$ cat config.mk
export PLATFORM = sky130hd
export DESIGN_NAME = uart_rx_io
export DESIGN_NICKNAME = d
export VERILOG_FILES = /design/src/rtl/uart_pkg.sv /design/src/rtl/uart_rx_fifo.sv /design/src/rtl/uart_rx_io.sv
export SDC_FILE = /design/constraint.sdc
export NUM_CORES = 1
export LEC_CHECK = 0
export ABC_AREA = 1
export CAP_MARGIN = 20
export CORE_MARGIN = 4
export CORE_UTILIZATION = 44
export CTS_CLUSTER_SIZE = 12
export DETAILED_ROUTE_END_ITERATION = 8
export PLACE_DENSITY_LB_ADDON = 0.08
export RECOVER_POWER = 25
export SLEW_MARGIN = 20
export SYNTH_ARGS = -nofsm -noshare
export SYNTH_HDL_FRONTEND = slang
export SYNTH_SLANG_ARGS = --single-unit
export TNS_END_PERCENT = 5
$ cat constraint.sdc
create_clock -name clk -period 3.2 [get_ports clk]
set_input_delay 0.64 -clock clk [delete_from_list [all_inputs] [get_ports clk]]
set_output_delay 0.64 -clock clk [all_outputs]
set_load 0.01 [all_outputs]
$ cat src/rtl/uart_pkg.sv
// -----------------------------------------------------------------------------
// uart_pkg
//   Shared UART definitions used by the receiver and reusable by the
//   transmitter: frame width, FSM state encoding, and helpers that derive
//   the bit-period divider and counter width from clock/baud parameters.
// -----------------------------------------------------------------------------
package uart_pkg;

    // Data bits per 8N1 frame.
    localparam int UART_DATA_BITS = 8;

    // Receiver FSM states.
    typedef enum logic [2:0] {
        ST_IDLE  = 3'd0,
        ST_START = 3'd1,
        ST_DATA  = 3'd2,
        ST_STOP  = 3'd3,
        ST_BRK   = 3'd4
    } uart_state_t;

    // Clock cycles per bit period.
    function automatic int uart_div(input int clk_hz, input int baud);
        return clk_hz / baud;
    endfunction

    // Width of a down-counter that must hold values up to div-1.
    function automatic int uart_cnt_w(input int div);
        return (div <= 2) ? 1 : $clog2(div);
    endfunction

endpackage

$ cat src/rtl/uart_rx_fifo.sv
// -----------------------------------------------------------------------------
// uart_rx_fifo
//   Receive FIFO, first-word fall-through. The head entry is presented
//   combinationally on o_head. A push while full is accepted only when a
//   pop happens in the same cycle (the slot frees up on the same edge);
//   otherwise the byte is dropped and the caller flags the overflow.
//   Pops while empty are ignored.
//
//   Ports:
//     clk      in   system clock, rising edge
//     resetn   in   synchronous active-low reset (pointers/count only)
//     i_push   in   write request
//     i_data   in   WIDTH-bit write data
//     i_pop    in   read request (ignored when empty)
//     o_head   out  head entry (stable but meaningless when empty)
//     o_full   out  FIFO holds FIFO_DEPTH entries
//     o_empty  out  FIFO holds no entries
// -----------------------------------------------------------------------------
module uart_rx_fifo #(
    parameter int FIFO_DEPTH = 4,
    parameter int WIDTH      = 8
) (
    input  logic             clk,
    input  logic             resetn,
    input  logic             i_push,
    input  logic [WIDTH-1:0] i_data,
    input  logic             i_pop,
    output logic [WIDTH-1:0] o_head,
    output logic             o_full,
    output logic             o_empty
);

    localparam int PTR_W = $clog2(FIFO_DEPTH);

    logic [WIDTH-1:0] r_mem [FIFO_DEPTH];
    logic [PTR_W-1:0] r_wptr;
    logic [PTR_W-1:0] r_rptr;
    logic [PTR_W:0]   r_count;

    logic w_pop;
    logic w_push;

    assign o_empty = (r_count == '0);
    assign o_full  = (r_count == (PTR_W+1)'(FIFO_DEPTH));
    assign w_pop   = i_pop && !o_empty;
    // Full + simultaneous pop: the freed slot is the one being written.
    assign w_push  = i_push && (!o_full || w_pop);
    assign o_head  = r_mem[r_rptr];

    // Depth is a power of two, so natural pointer overflow is the wrap.
    always_ff @(posedge clk) begin
        if (!resetn) begin
            r_wptr  <= '0;
            r_rptr  <= '0;
            r_count <= '0;
        end else begin
            if (w_push) r_wptr <= r_wptr + 1'b1;
            if (w_pop)  r_rptr <= r_rptr + 1'b1;
            case ({w_push, w_pop})
                2'b10:   r_count <= r_count + 1'b1;
                2'b01:   r_count <= r_count - 1'b1;
                default: r_count <= r_count;
            endcase
        end
    end

    // Storage carries no reset; contents are only observable when non-empty.
    always_ff @(posedge clk) begin
        if (w_push) r_mem[r_wptr] <= i_data;
    end

endmodule

$ cat src/rtl/uart_rx_io.sv
// -----------------------------------------------------------------------------
// uart_rx_io
//   8N1 UART receiver with a CPU-facing receive FIFO and sticky error flags.
//   The line is resynchronized by two flops, the start bit is confirmed at
//   its midpoint, and each data/stop bit is sampled one bit period later.
//   A low stop bit is a framing error: the byte is discarded and the FSM
//   parks in BRK until the line returns high, so a held-low line (break)
//   never launches a new frame.
//
//   Ports:
//     clk      in   system clock, rising edge
//     resetn   in   synchronous active-low reset
//     uart_rx  in   asynchronous serial line, idle high, LSB first
//     io_rd    in   pop FIFO head (ignored when o_valid=0)
//     clr_err  in   clear o_ferr/o_ovf (a same-cycle new error wins)
//     o_data   out  FIFO head byte, first-word fall-through
//     o_valid  out  FIFO non-empty
//     o_ferr   out  sticky framing-error flag
//     o_ovf    out  sticky overflow flag (byte dropped, FIFO full)
//     o_busy   out  receiver FSM not idle
// -----------------------------------------------------------------------------
module uart_rx_io
    import uart_pkg::*;
#(
    parameter int CLK_FREQ_HZ = 10000000,
    parameter int BAUD_RATE   = 1000000,
    parameter int FIFO_DEPTH  = 4
) (
    input  logic       clk,
    input  logic       resetn,
    input  logic       uart_rx,
    input  logic       io_rd,
    input  logic       clr_err,
    output logic [7:0] o_data,
    output logic       o_valid,
    output logic       o_ferr,
    output logic       o_ovf,
    output logic       o_busy
);

    localparam int DIV   = uart_div(CLK_FREQ_HZ, BAUD_RATE);
    localparam int CNT_W = uart_cnt_w(DIV);
    // Half a bit lands the start-bit check mid-bit; full bits step from there.
    localparam logic [CNT_W-1:0] CNT_HALF = CNT_W'(DIV/2 - 1);
    localparam logic [CNT_W-1:0] CNT_FULL = CNT_W'(DIV - 1);

    // ---------------- line synchronizer ----------------
    logic [1:0] r_sync;
    logic       w_rx_s;

    always_ff @(posedge clk) begin
        if (!resetn) r_sync <= 2'b11;
        else         r_sync <= {r_sync[0], uart_rx};
    end

    assign w_rx_s = r_sync[1];

    // ---------------- receiver FSM ----------------
    uart_state_t               r_state;
    uart_state_t               w_state_nxt;
    logic [CNT_W-1:0]          r_cnt;
    logic [CNT_W-1:0]          w_cnt_nxt;
    logic [2:0]                r_idx;
    logic [2:0]                w_idx_nxt;
    logic [UART_DATA_BITS-1:0] r_shift;
    logic [UART_DATA_BITS-1:0] w_shift_nxt;
    logic                      w_push;
    logic                      w_ferr_set;

    always_ff @(posedge clk) begin
        if (!resetn) begin
            r_state <= ST_IDLE;
            r_cnt   <= '0;
            r_idx   <= '0;
            r_shift <= '0;
        end else begin
            r_state <= w_state_nxt;
            r_cnt   <= w_cnt_nxt;
            r_idx   <= w_idx_nxt;
            r_shift <= w_shift_nxt;
        end
    end

    always_comb begin
        w_state_nxt = r_state;
        w_cnt_nxt   = r_cnt;
        w_idx_nxt   = r_idx;
        w_shift_nxt = r_shift;
        w_push      = 1'b0;
        w_ferr_set  = 1'b0;

        case (r_state)
            ST_IDLE: begin
                if (!w_rx_s) begin
                    w_cnt_nxt   = CNT_HALF;
                    w_state_nxt = ST_START;
                end
            end

            ST_START: begin
                if (r_cnt != '0) begin
                    w_cnt_nxt = r_cnt - 1'b1;
                end else if (!w_rx_s) begin
                    w_cnt_nxt   = CNT_FULL;
                    w_idx_nxt   = '0;
                    w_state_nxt = ST_DATA;
                end else begin
                    // Line went back high before mid-bit: treat as a glitch.
                    w_state_nxt = ST_IDLE;
                end
            end

            ST_DATA: begin
                if (r_cnt != '0) begin
                    w_cnt_nxt = r_cnt - 1'b1;
                end else begin
                    // Right shift with new bit at MSB assembles LSB-first data.
                    w_shift_nxt = {w_rx_s, r_shift[UART_DATA_BITS-1:1]};
                    w_cnt_nxt   = CNT_FULL;
                    w_idx_nxt   = r_idx + 1'b1;
                    if (r_idx == 3'd7) w_state_nxt = ST_STOP;
                end
            end

            ST_STOP: begin
                if (r_cnt != '0) begin
                    w_cnt_nxt = r_cnt - 1'b1;
                end else if (w_rx_s) begin
                    w_push      = 1'b1;
                    w_state_nxt = ST_IDLE;
                end else begin
                    w_ferr_set  = 1'b1;
                    w_state_nxt = ST_BRK;
                end
            end

            ST_BRK: begin
                if (w_rx_s) w_state_nxt = ST_IDLE;
            end

            default: w_state_nxt = ST_IDLE;
        endcase
    end

    assign o_busy = (r_state != ST_IDLE);

    // ---------------- receive FIFO ----------------
    logic w_full;
    logic w_empty;
    logic w_pop;
    logic w_ovf_set;

    assign w_pop     = io_rd && !w_empty;
    // Only a push that finds the FIFO full with no pop alongside loses data.
    assign w_ovf_set = w_push && w_full && !w_pop;

    uart_rx_fifo #(
        .FIFO_DEPTH (FIFO_DEPTH),
        .WIDTH      (UART_DATA_BITS)
    ) u_fifo (
        .clk     (clk),
        .resetn  (resetn),
        .i_push  (w_push),
        .i_data  (r_shift),
        .i_pop   (w_pop),
        .o_head  (o_data),
        .o_full  (w_full),
        .o_empty (w_empty)
    );

    assign o_valid = !w_empty;

    // ---------------- sticky error flags ----------------
    logic r_ferr;
    logic r_ovf;

    // Set takes priority over clear so an error in the clear cycle survives.
    always_ff @(posedge clk) begin
        if (!resetn) begin
            r_ferr <= 1'b0;
            r_ovf  <= 1'b0;
        end else begin
            if (w_ferr_set)   r_ferr <= 1'b1;
            else if (clr_err) r_ferr <= 1'b0;

            if (w_ovf_set)    r_ovf <= 1'b1;
            else if (clr_err) r_ovf <= 1'b0;
        end
    end

    assign o_ferr = r_ferr;
    assign o_ovf  = r_ovf;

endmodule

==> metrics.txt <==
CP Data Required Time=2560 ps; max cap viols=0; reg-to-reg critical path endpoint=u_fifo.r_count[2]; Final min period=roughly 2500 ps; Post-CTS Setup Inserts=0; Worst Hold Depth=1; CTS resizes=0; cell internal pwr=0.001551 W; worst ir drop on vdd=roughly 0.00037 V; Chip Height=approximately 86 um; drt first pass iters=4; Worst slew margin=approximately 68%; Critical Path Fanout Max=16; Arrival @ worst endpoint=1850 ps; worst hold start=r_sync[0]; layout cells sized above 1=11.58%; Switch Pwr=0.0007286 W; die area=7388 sq um; worst r2r src=r_cnt[0]; fin area=3132 sq um; grt total ovfl=0; initial drt markers=101; post-synth net total=roughly 300; crit-path leading delay family=buffers and inverters; Clk Latency, worst-skew pair=between 300 and 400 ps; Gate Count Post-Synth=278; Final Skew=7.145 ps; number of diodes=0; post-DP HPWL=3.206 mm; Seq pwr share=45.2%; R2R setup slack=1050 ps; crit start category=flip-flop; type of the worst min-delay path=reg2reg; Buffers & Inverters on Critical Path=2; combinational share of power=26.3%; reg2reg path depth=12; largest net degree at the start of global routing=19; # fillers=around 540; largest stage delay on the critical path=560 ps; post-route setup TNS=0 ps; number of buffers created by CTS=9; nets@finish=321; sequential area share after synthesis=59.15%; final hold vios=0; Hold Path End=r_sync[1]; vias=1866; Vias/cell=4.834; first-pass GRT wire length=8.086 mm; Post-Route WL=4.864 mm; CP Class=reg2out; GR Util All Layers=14.23%; Final Wtd Congestion=0.8164; netlist area before placement=between 2000 and 3000 sq um; Setup crit end kind=output pin; Slew @ Worst Pin=between 400 and 500 ps; slowest stage cell on the critical path=clkdlybuf4s50_1; die width=approximately 86 um; # IOs=17; RSZ-0062 raised after global routing=false; Final period util=77.72%; Pwr per Cell Area=727.9 nW/um^2; clk sink count=63; DR WL/cell=12.60 um; # setup viols final=0; clock-pin slew on the worst setup and hold paths=60 ps; Port Buffers=16; Leak=1.239 nW; Initial Util=45.16%; switch share=31.96%; Placeable Area=5921 sq um; cts hold-fix bufs=0; area delta synth->final=17.13%; CTS root buffer=clkbuf_8; CP Cell Sequence=inv_1, o21ai_0, o22ai_1, clkdlybuf4s50_1; num rows=28; outcome=finished clean; YS warnings=0; initial antenna violation count=0; vias in the first global route=1737; CTS tree=built; synth unique cells=27; fmax=402.1 MHz; post-route DRC violation count=0; Synth Area per Inst=roughly 9.6 sq um; Clock Power Share=approximately 28%; H-tree levels=3; Final ANT Viol Nets=0; Cell Area, Placed=roughly 3000 sq um; Synth Register Bits=63; Slew Viols, Final=0; Max Root-Sink Buffers=2
==> cell type report <==
type | count | area, sq um | area share (%)
Timing Repair Buffer | 22 | 205.2 | 6.552
Tap cell | 75 | 93.84 | 2.996
Multi-Input combinational cell | 181 | 950.9 | 30.36
Sequential cell | 63 | 1582 | 50.50
Clock buffer | 16 | 191.4 | 6.113
Inverter | 29 | 108.9 | 3.476
==> placed cells by master, fill, tap and decap left out <==
| master | instances |
|---|---|
| a21boi_0 | 2 |
| a21oi_1 | 19 |
| buf_4 | 6 |
| clkbuf_1 | 4 |
| clkbuf_16 | 1 |
| clkbuf_8 | 11 |
| clkdlybuf4s50_1 | 16 |
| dfxtp_1 | 31 |
| edfxtp_1 | 32 |
| fa_1 | 1 |
| ha_1 | 9 |
| inv_1 | 28 |
| inv_2 | 1 |
| nand2_1 | 32 |
| nand2_2 | 4 |
| nand2_4 | 1 |
| nand3_1 | 6 |
| nand3_2 | 2 |
| nand3b_1 | 1 |
| nand4_1 | 1 |
| nand4_2 | 1 |
| nor2_1 | 52 |
| nor2_2 | 6 |
| nor2_4 | 1 |
| o21ai_0 | 32 |
| o22ai_1 | 8 |
| or2_2 | 2 |
| xor2_1 | 1 |
==> registers in the layout, indices dropped and copies added (netlist names), 2 cells and up, named ones only <==
signal	flops
r_state	3
u_fifo.r_mem	32
r_cnt	4
r_idx	3
r_sync	2
u_fifo.r_rptr	2
u_fifo.r_count	3
r_shift	8
u_fifo.r_wptr	2
==> Yosys cell counts, drive strengths merged <==
cell type,n,area (sq um)
nor2,59,244.0
nand2,37,156.4
edfxtp,32,960.9
o21ai,32,160.2
dfxtp,31,620.6
inv,29,108.9
a21oi,19,95.09
ha,9,112.6
nand3,8,50.05
o22ai,8,50.05
buf,4,28.78
a21boi,2,15.01
nand4,2,18.77
or2,2,12.51
clkbuf,1,3.750
fa,1,20.02
nand3b,1,7.510
xor2,1,8.760
==> kinds of logic (layout without fill, tap and decap cells) <==
group,count (synthesis),count (layout),synth area share (%)
XOR/XNOR,1,1,0.3276
flip-flops,63,63,59.15
AO/OA/AOI/OAI,61,61,11.98
AND/OR/NAND/NOR,109,109,18.30
buffers and inverters,34,67,5.288
adder cells (fa/ha/maj),10,10,4.960
==> metal layers <==
layer	GRT usage [%]	routed length, um	vias up
met3	4.131	142	6
met4	5.612	61	0
met2	24.32	2415	23
met5	0	0	-
li1	-	-	988
met1	16.75	2244	849
==> how the worst max path moves through the flow <==
stage | start | slack [ps] | to | cells past startpoint
3_5_place_dp | io_rd | 530 | u_fifo.r_count[2] | 10
6_report | flip-flop | 710 | o_data[3] | 4
4_1_cts | flip-flop | 690 | o_data[3] | 4
5_1_grt | flip-flop | 550 | o_data[4] | 4
2_1_floorplan | io_rd | 1140 | u_fifo.r_count[2] | 9
3_3_place_gp | io_rd | 580 | u_fifo.r_count[2] | 10
==> power by group through the flow <==
stage               Clock (W)  Combinational, W  Sequential [W]
floorplan                   0          0.000472         0.00103
global placement            0          0.000599         0.00105
detailed placement          0          0.000603         0.00105
CTS                  0.000673          0.000605         0.00103
global route         0.000715          0.000693         0.00104
finish               0.000650          0.000599         0.00103
==> through the flow <==
step | total power [W] | worst slack, ps | util, % | cells | hold slack, ps
finish | 0.002280 | 712.8 | 52.90 | 386 | 413.5
global route | 0.002451 | 545.8 | 52.90 | 386 | 439.2
global placement | 0.001646 | 580.3 | 49.66 | 370 | 396.3
floorplan | 0.001497 | 1136 | - | 278 | 392.5
detailed placement | 0.001650 | 525.8 | 49.66 | 370 | 402.1
CTS | 0.002308 | 690.9 | 52.90 | 386 | 416.9
(Power assumes the default switching activity.)
